$ cat config.mk
export PLATFORM = sky130hd
export DESIGN_NAME = mem_port_arbiter
export DESIGN_NICKNAME = d
export VERILOG_FILES = /design/src/rtl/riscv_pkg.sv /design/src/rtl/mem_port_arbiter.sv
export SDC_FILE = /design/constraint.sdc
export NUM_CORES = 1
export LEC_CHECK = 0
export CAP_MARGIN = 20
export CORE_MARGIN = 2
export CORE_UTILIZATION = 35
export DETAILED_ROUTE_END_ITERATION = 10
export PLACE_DENSITY = 0.75
export SLEW_MARGIN = 20
export SYNTH_ARGS = -nofsm -noshare
export SYNTH_HDL_FRONTEND = slang
export SYNTH_SLANG_ARGS = --single-unit
$ cat constraint.sdc
create_clock -name clk -period 3.2 [get_ports clk]
set_input_delay 0.64 -clock clk [delete_from_list [all_inputs] [get_ports clk]]
set_output_delay 0.64 -clock clk [all_outputs]
set_load 0.005 [all_outputs]
$ cat src/rtl/riscv_pkg.sv
// Shared types for the unified-memory port arbiter.
//   arb_state_t : arbiter FSM state (idle / command on bus / awaiting response)
//   arb_owner_t : which requester owns the outstanding transaction
//   STARVE_W    : width of the fetch starvation counter (covers STARVE_MAX up to 15)
package riscv_pkg;

  typedef enum logic [1:0] {
    ARB_IDLE,
    ARB_ISSUE,
    ARB_WAIT
  } arb_state_t;

  typedef enum logic [1:0] {
    OWN_NONE,
    OWN_IF,
    OWN_D
  } arb_owner_t;

  localparam int STARVE_W = 4;

endpackage

$ cat src/rtl/mem_port_arbiter.sv
// Arbiter sharing one single-port unified memory between instruction fetch
// (IF) and load/store (MEM). One transaction is outstanding at a time; data
// requests win conflicts, except that fetch is forced through after
// STARVE_MAX consecutive data grants made while a fetch was waiting. A fetch
// in flight when IF is flushed still completes on the bus, but its response
// is swallowed.
//
// Ports
//   clk, rst_n                     clock, asynchronous active-low reset
//   if_req/if_addr/if_flush        fetch request, PC, flush (PCSrc)
//   if_valid/if_rdata              fetch response pulse and instruction
//   d_req/d_we/d_be/d_addr/d_wdata load/store request
//   d_valid/d_rdata                load data or store acknowledge pulse
//   mem_req/mem_we/mem_be/
//   mem_addr/mem_wdata             registered memory command, held until mem_gnt
//   mem_gnt                        memory accepted the command
//   mem_rvalid/mem_rdata           memory response beat (reads and writes)
//   stall_if/stall_mem             request pending and not answered this cycle
module mem_port_arbiter
  import riscv_pkg::*;
#(
  parameter int XLEN       = 32,
  parameter int ADDR_W     = 32,
  parameter int STARVE_MAX = 4
) (
  input  logic                clk,
  input  logic                rst_n,
  // fetch side
  input  logic                if_req,
  input  logic [ADDR_W-1:0]   if_addr,
  input  logic                if_flush,
  output logic                if_valid,
  output logic [XLEN-1:0]     if_rdata,
  // load/store side
  input  logic                d_req,
  input  logic                d_we,
  input  logic [XLEN/8-1:0]   d_be,
  input  logic [ADDR_W-1:0]   d_addr,
  input  logic [XLEN-1:0]     d_wdata,
  output logic                d_valid,
  output logic [XLEN-1:0]     d_rdata,
  // memory side
  output logic                mem_req,
  output logic                mem_we,
  output logic [XLEN/8-1:0]   mem_be,
  output logic [ADDR_W-1:0]   mem_addr,
  output logic [XLEN-1:0]     mem_wdata,
  input  logic                mem_gnt,
  input  logic                mem_rvalid,
  input  logic [XLEN-1:0]     mem_rdata,
  // pipeline hazard controls
  output logic                stall_if,
  output logic                stall_mem
);

  localparam logic [STARVE_W-1:0] STARVE_LIM = STARVE_W'(STARVE_MAX);

  arb_state_t          state_q, state_d;
  arb_owner_t          owner_q, owner_d;
  logic                kill_q, kill_d;
  logic [STARVE_W-1:0] starve_q, starve_d;
  logic                we_q, we_d;
  logic [XLEN/8-1:0]   be_q, be_d;
  logic [ADDR_W-1:0]   addr_q, addr_d;
  logic [XLEN-1:0]     wdata_q, wdata_d;

  // A fetch coinciding with a flush is for a dead PC and is never latched.
  logic fetch_ok;
  logic fetch_forced;
  logic if_flush_own;

  assign fetch_ok     = if_req & ~if_flush;
  assign fetch_forced = fetch_ok & (starve_q == STARVE_LIM);
  assign if_flush_own = if_flush & (owner_q == OWN_IF);

  // Command fields come straight from registers; read data is shared.
  assign mem_we    = we_q;
  assign mem_be    = be_q;
  assign mem_addr  = addr_q;
  assign mem_wdata = wdata_q;
  assign if_rdata  = mem_rdata;
  assign d_rdata   = mem_rdata;

  always_comb begin
    // NOTE: every signal written here gets a default first, so no path
    // through the case leaves one unassigned and no latch is inferred.
    state_d   = state_q;
    owner_d   = owner_q;
    kill_d    = kill_q;
    starve_d  = starve_q;
    we_d      = we_q;
    be_d      = be_q;
    addr_d    = addr_q;
    wdata_d   = wdata_q;
    mem_req   = 1'b0;
    if_valid  = 1'b0;
    d_valid   = 1'b0;

    unique case (state_q)
      ARB_IDLE: begin
        if (d_req && !fetch_forced) begin
          state_d = ARB_ISSUE;
          owner_d = OWN_D;
          we_d    = d_we;
          be_d    = d_be;
          addr_d  = d_addr;
          wdata_d = d_wdata;
          // Count data grants that overtook a waiting fetch.
          if (!if_req)
            starve_d = '0;
          else if (starve_q != STARVE_LIM)
            starve_d = starve_q + 1'b1;
        end else if (fetch_ok) begin
          state_d  = ARB_ISSUE;
          owner_d  = OWN_IF;
          we_d     = 1'b0;
          be_d     = '1;
          addr_d   = if_addr;
          wdata_d  = '0;
          starve_d = '0;
        end else if (!if_req) begin
          starve_d = '0;
        end
      end

      ARB_ISSUE: begin
        mem_req = 1'b1;
        if (if_flush_own) kill_d = 1'b1;
        if (mem_gnt) state_d = ARB_WAIT;
      end

      ARB_WAIT: begin
        // Responses are only honoured here; rvalid in IDLE/ISSUE is stray.
        if (mem_rvalid) begin
          if_valid = (owner_q == OWN_IF) & ~kill_q & ~if_flush;
          d_valid  = (owner_q == OWN_D);
          state_d  = ARB_IDLE;
          owner_d  = OWN_NONE;
          kill_d   = 1'b0;
        end else if (if_flush_own) begin
          kill_d = 1'b1;
        end
      end

      default: begin
        state_d = ARB_IDLE;
        owner_d = OWN_NONE;
        kill_d  = 1'b0;
      end
    endcase

    // NOTE: blocking assignments are right in combinational logic; the
    // valids computed above are read back here in the same evaluation.
    stall_if  = if_req & ~if_valid;
    stall_mem = d_req & ~d_valid;
  end

  always_ff @(posedge clk or negedge rst_n) begin
    if (!rst_n) begin
      // NOTE: the command/data registers are reset too, not just control,
      // so the memory bus never shows stale fields after reset.
      state_q  <= ARB_IDLE;
      owner_q  <= OWN_NONE;
      kill_q   <= 1'b0;
      starve_q <= '0;
      we_q     <= 1'b0;
      be_q     <= '0;
      addr_q   <= '0;
      wdata_q  <= '0;
    end else begin
      state_q  <= state_d;
      owner_q  <= owner_d;
      kill_q   <= kill_d;
      starve_q <= starve_d;
      we_q     <= we_d;
      be_q     <= be_d;
      addr_q   <= addr_d;
      wdata_q  <= wdata_d;
    end
  end

endmodule

Word-level counts from Yosys, hierarchy flattened

Cells that the tools add are included.

Bits in registers: 78
Output and inout port bits: 138
Input port bits: 140
Word-level logic and storage cells: 68

Bitwise logic cells: 12
Multiplexer cells: 28
Add/subtract/negate cells: 1
Eq/ne operators: 11
Reduce and logical (&&, ||, !) cells: 8

Operators with widths:

| cell                | number |
|---|---|
| $mux 32             | 4 |
| $mux 4              | 7 |
| $pmux 2 s3          | 2 |
| $mux 2              | 5 |
| $mux 1              | 9 |
| $reduce_and 3->1    | 3 |
| $and 1x1->1         | 7 |
| $not 1->1           | 5 |
| $add 4x1->4 const B | 1 |
| $eq 2x1->1 const B  | 2 |
| $eq 2x2->1 const B  | 2 |
| $eq 4x3->1 const B  | 1 |
| $ne 2x2->1 const B  | 2 |
| $ne 4x3->1 const B  | 1 |
| $ne 3x1->1 const B  | 1 |
| $ne 3x2->1 const B  | 1 |
| $ne 3x3->1 const B  | 1 |
| $pmux 1 s3          | 1 |
| $logic_not 2->1     | 1 |
| $reduce_and 2->1    | 1 |
| $reduce_bool 2->1   | 1 |
| $logic_and 1x1->1   | 1 |
| $logic_not 1->1     | 1 |

Longest topological paths before layout

Gate-level depths: netlist (run 1).

Depth in word-level cells: 7
Mapped depth: 7
Gate-level depth less buffers: 5

Least setup slack after synthesis (run 1)

No wires, ideal clock.

Path type: input port to output port
Start: input mem_rvalid
End: output stall_if
Data required time: 2.560 ns
Buffers on the path: 0
Path slack: 1.521 ns
Arrival: 1.039 ns
Stages on the path: 3
Cells stage by stage: nand4b_1 nor3_1 nor2b_1

Word-level cells in the longest chain between the ends: 4

RTL lines:

| element            | RTL line                | RTL |
|---|---|---|
| start: declaration | mem_port_arbiter.sv:49  | `input logic mem_rvalid,` |
| $mux 1             | mem_port_arbiter.sv:134 | `if (mem_rvalid) begin` |
| $mux 1             | mem_port_arbiter.sv:99  | `unique case (state_q)` |
| net if_valid       | mem_port_arbiter.sv:32  | `output logic if_valid,` |
| $not 1->1          | mem_port_arbiter.sv:154 | `stall_if = if_req & ~if_valid;` |
| $and 1x1->1        | mem_port_arbiter.sv:154 |  |
| end: declaration   | mem_port_arbiter.sv:52  | `output logic stall_if,` |

The timed path passes the listed nets, and every way through them passes these cells.

Worst setup path after layout (run 1)

Start: input if_flush
End: output if_valid

Word-level cells in the longest chain between the ends: 4

RTL lines:

| element            | RTL line                | RTL |
|---|---|---|
| start: declaration | mem_port_arbiter.sv:31  | `input logic if_flush,` |
| $not 1->1          | mem_port_arbiter.sv:135 | `if_valid = (owner_q == OWN_IF) & ~kill_q & ~if_flush;` |
| $and 1x1->1        | mem_port_arbiter.sv:135 |  |
| $mux 1             | mem_port_arbiter.sv:134 |  |
| $mux 1             | mem_port_arbiter.sv:99  |  |
| end: declaration   | mem_port_arbiter.sv:32  |  |

No other way between the ends.

==> impl_metrics.sql, run 1 <==
INSERT INTO impl_metrics (metric_group, metric, value, unit) VALUES
('status', 'status', 'finished, final reports clean', ''),
('clock_tree', 'cts.path.max_buffers', '2', ''),
('power_and_ir_drop', 'power.switching_fraction', '0.343', ''),
('sta', 'transition_time_at_the_pin_with_the_least_slew_margin', '1030', 'ps'),
('clock_tree', 'clock_tree.root_cell', 'clkbuf_16', ''),
('sta', 'finalHoldViolations', '0', ''),
('clock_tree', 'cts_made_buffers', '9', ''),
('setup_path', 'timing.critical_path.slowest_cell_delay', '580', 'ps'),
('sta', 'timing.final.setup_violations', '0', ''),
('power_and_ir_drop', 'clkPwrFrac', '0.184', ''),
('yosys', 'synth.most_common_cell', 'dfrtp_1', ''),
('drt', 'wl_per_cell', '19.6', 'um'),
('placed_design', 'numPortBuffers', '181', ''),
('sta', 'slew_headroom', '0.307', ''),
('grt', 'number_of_global_route_vias_before_repair', '4482', ''),
('yosys', 'async_reset_ff_frac', '1.00', ''),
('clock_tree', 'tritoncts', 'done', ''),
('floorplan', 'die-width', '123', 'um'),
('final_layout', 'syn2layout_area_growth', '34.5', '%'),
('placed_design', 'detailedPlacementHpwl', '10.9', 'mm'),
('setup_path', 'critPathCaptureType', 'output port', ''),
('yosys', 'synth_top_cells_by_area', 'dfrtp_1 40%, buf_4 11%, o211a_1 6.5%, o2bb2ai_1 6.0%, and3b_1 5.9%', ''),
('drt', 'avgViaCountPerCell', '5.57', ''),
('drt', 'via_count', '4406', ''),
('final_layout', 'layout-drive-gt1-share', '0.0556', ''),
('run', 'reported_max_cap_violation_count', '0', ''),
('grt', 'grt_start_max_net_pins', '79', ''),
('setup_path', 'critical_path_required', '2560', 'ps'),
('grt', 'global_route_met1_usage', '0.234', ''),
('final_layout', 'final_net_count', '752', ''),
('yosys', 'synth_common_cells', '78 x dfrtp_1, 69 x buf_4, 66 x nor2_1', ''),
('sta', 'setup_tns', '0', 'ps'),
('setup_path', 'crit_buf_inv', '2', ''),
('yosys', 'number_of_enable_type_register_cells_in_the_synthesized_netlist', '0', ''),
('drt', 'drt_iter0_markers', '255', ''),
('yosys', 'yosysTopAreaCell', 'dfrtp_1', ''),
('setup_path', 'critPathKind', 'primary input to output port', ''),
('sta', 'achievable_frequency', '362', 'MHz'),
('yosys', 'yosysSeqAreaShare', '0.396', ''),
('final_layout', 'layout.core_utilization', '0.479', ''),
('setup_path', 'arrival', '2120', 'ps'),
('yosys', 'post_synth_num_cell_types', '44', ''),
('clock_tree', 'clkLatencyLatePin', '340', 'ps'),
('yosys', 'synth_seq_cells', '78', ''),
('setup_path', 'slowest_stage', 'clkdlybuf4s50_1', ''),
('power_and_ir_drop', 'peakVddDrop', '0.000443', 'V'),
('sta', 'final_max_slew_viol_count', '0', ''),
('yosys', 'warnings_from_yosys', '0', ''),
('grt', 'globalRouteTotalUtil', '0.202', ''),
('floorplan', 'start_util', '0.356', ''),
('sta', 'ratio_of_final_minimum_period_to_clock_period', '0.862', ''),
('placed_design', 'place_congestion', '0.784', ''),
('grt', 'met3_demand_to_capacity_share_in_global_routing', '0.0437', ''),
('clock_tree', 'cts_hold_buf', '0', ''),
('sta', 'finalWorstPathRequiredPeriod', '2760', 'ps'),
('floorplan', 'design.die.area', '15000', 'sq um'),
('sta', 'rsz0062_at_grt', 'no', ''),
('power_and_ir_drop', 'p_int', '3680', 'uW'),
('yosys', 'yosys_most_used_dff', 'dfrtp_1', ''),
('yosys', 'syn-cell-area', '4920', 'sq um'),
('drt', 'drc_errors', '0', ''),
('final_layout', 'final_non_filler_cells', '791', ''),
('floorplan', 'placeableCoreArea', '13800', 'sq um'),
('final_layout', 'multi_input_gate_area', '2220', 'sq um'),
('power_and_ir_drop', 'sw_pwr', '1920', 'uW'),
('yosys', 'synth_fp_nets', '661', ''),
('placed_design', 'place_ws', '449', 'ps'),
('grt', 'first_pass_grt_wire_length', '23.5', 'mm'),
('yosys', 'synth_top_area_share', '0.396', ''),
('floorplan', 'io-pin-count', '278', ''),
('clock_tree', 'clkSlewWorstSetupHoldPaths', '60', 'ps');
-- power by group through the flow --
stage	combinational [uW]	clock [uW]	sequential, uW
3_5_place_dp	2750	0	1830
3_3_place_gp	2640	0	1820
5_1_grt	3010	1110	1890
6_report	2740	1030	1830
4_1_cts	2760	1060	1830
2_1_floorplan	1410	0	1800
-- cell type report --
class                           instances  area share
Sequential cell                        78       0.295
Tap cell                              180      0.0340
Clock buffer                           11      0.0366
Multi-Input combinational cell        318       0.336
Timing Repair Buffer                  189       0.284
Clock inverter                          5     0.00888
Inverter                               10     0.00567
-- worst paths after layout --
| path | from | endpoint | slack [ps] | cells after the start |
|---|---|---|---|---|
| max reg2reg | starve_q[0] | mem_addr[27] | 1100 | 5 |
| max | if_flush | if_valid | 440 | 3 |
| min reg2reg | mem_wdata[4] | mem_wdata[4] | 490 | 1 |
| min in group clk | mem_wdata[4] | mem_wdata[4] | 490 | 1 |
| min | rst_n | mem_wdata[12] | 340 | 1 |
| max in group asynchronous | rst_n | mem_addr[19] | 2370 | 1 |
-- cells in the final DEF (no fill, tap or decap), types with 2 or more instances in the layout --
cell type,Yosys,routed
clkdlybuf4s50_1,0,179
dfrtp_1,78,78
nor2_1,66,66
o211ai_1,35,35
o2bb2ai_1,34,34
o21ai_0,34,34
and3b_1,33,33
a21oi_1,33,33
o211a_1,32,32
inv_1,9,9
clkbuf_16,0,9
buf_4,69,8
o21a_1,7,7
nor2b_1,5,5
ha_1,6,5
o2111ai_1,4,4
o21ai_2,2,2
nand3b_1,2,2
a32o_1,2,2
a311oi_1,2,2
clkinvlp_4,0,2
-- kinds of logic after synthesis --
logic type | Yosys count | synth area share
AO/OA/AOI/OAI | 194 | 0.295
buffers and inverters | 119 | 0.154
AND/OR/NAND/NOR | 116 | 0.135
flip-flops | 78 | 0.396
adder cells (fa/ha/maj) | 6 | 0.0152
multiplexers | 2 | 0.00432
-- metal layers --
| layer | vias up | part of all wire |
|---|---|---|
| li1 | 2003 | - |
| met1 | 2182 | 0.39 |
| met2 | 200 | 0.53 |
| met3 | 21 | 0.061 |
| met4 | 0 | 0.020 |
| met5 | - | 0 |
-- stage by stage --
step	area [sq um]	hold WS [ps]	total power, uW
global route	6620	391	6010
CTS	6620	492	5660
floorplan	4920	344	3220
global placement	6320	473	4460
finish	6620	344	5600
detailed placement	6320	473	4580
-- flip-flops by register name, summed over array words and instances, names as in the netlist --
name / cells
kill_q: 1
owner_q: 2
state_q: 2
mem_we: 1
starve_q: 4
mem_wdata: 32
mem_addr: 32
mem_be: 4
No activity file was read; power rests on OpenSTA's default activity.
==> run 2, diff against run 1 <==
--- a/config.mk
+++ b/config.mk
@@ -5,7 +5,6 @@
 export SDC_FILE = /design/constraint.sdc
 export NUM_CORES = 1
 export LEC_CHECK = 0
-export CAP_MARGIN = 20
 export CORE_MARGIN = 2
 export CORE_UTILIZATION = 35
 export DETAILED_ROUTE_END_ITERATION = 10
==> results of run 2 <==
Same layout as run 1: the final DEF is identical, and so are final timing and power.
==> run 3, diff against run 2 <==
--- a/config.mk
+++ b/config.mk
@@ -8,6 +8,7 @@
 export CORE_MARGIN = 2
 export CORE_UTILIZATION = 35
 export DETAILED_ROUTE_END_ITERATION = 10
+export HOLD_SLACK_MARGIN = 0.15
 export PLACE_DENSITY = 0.75
 export SLEW_MARGIN = 20
 export SYNTH_ARGS = -nofsm -noshare
==> results of run 3 <==
Same layout as run 1: the final DEF is identical, and so are final timing and power.
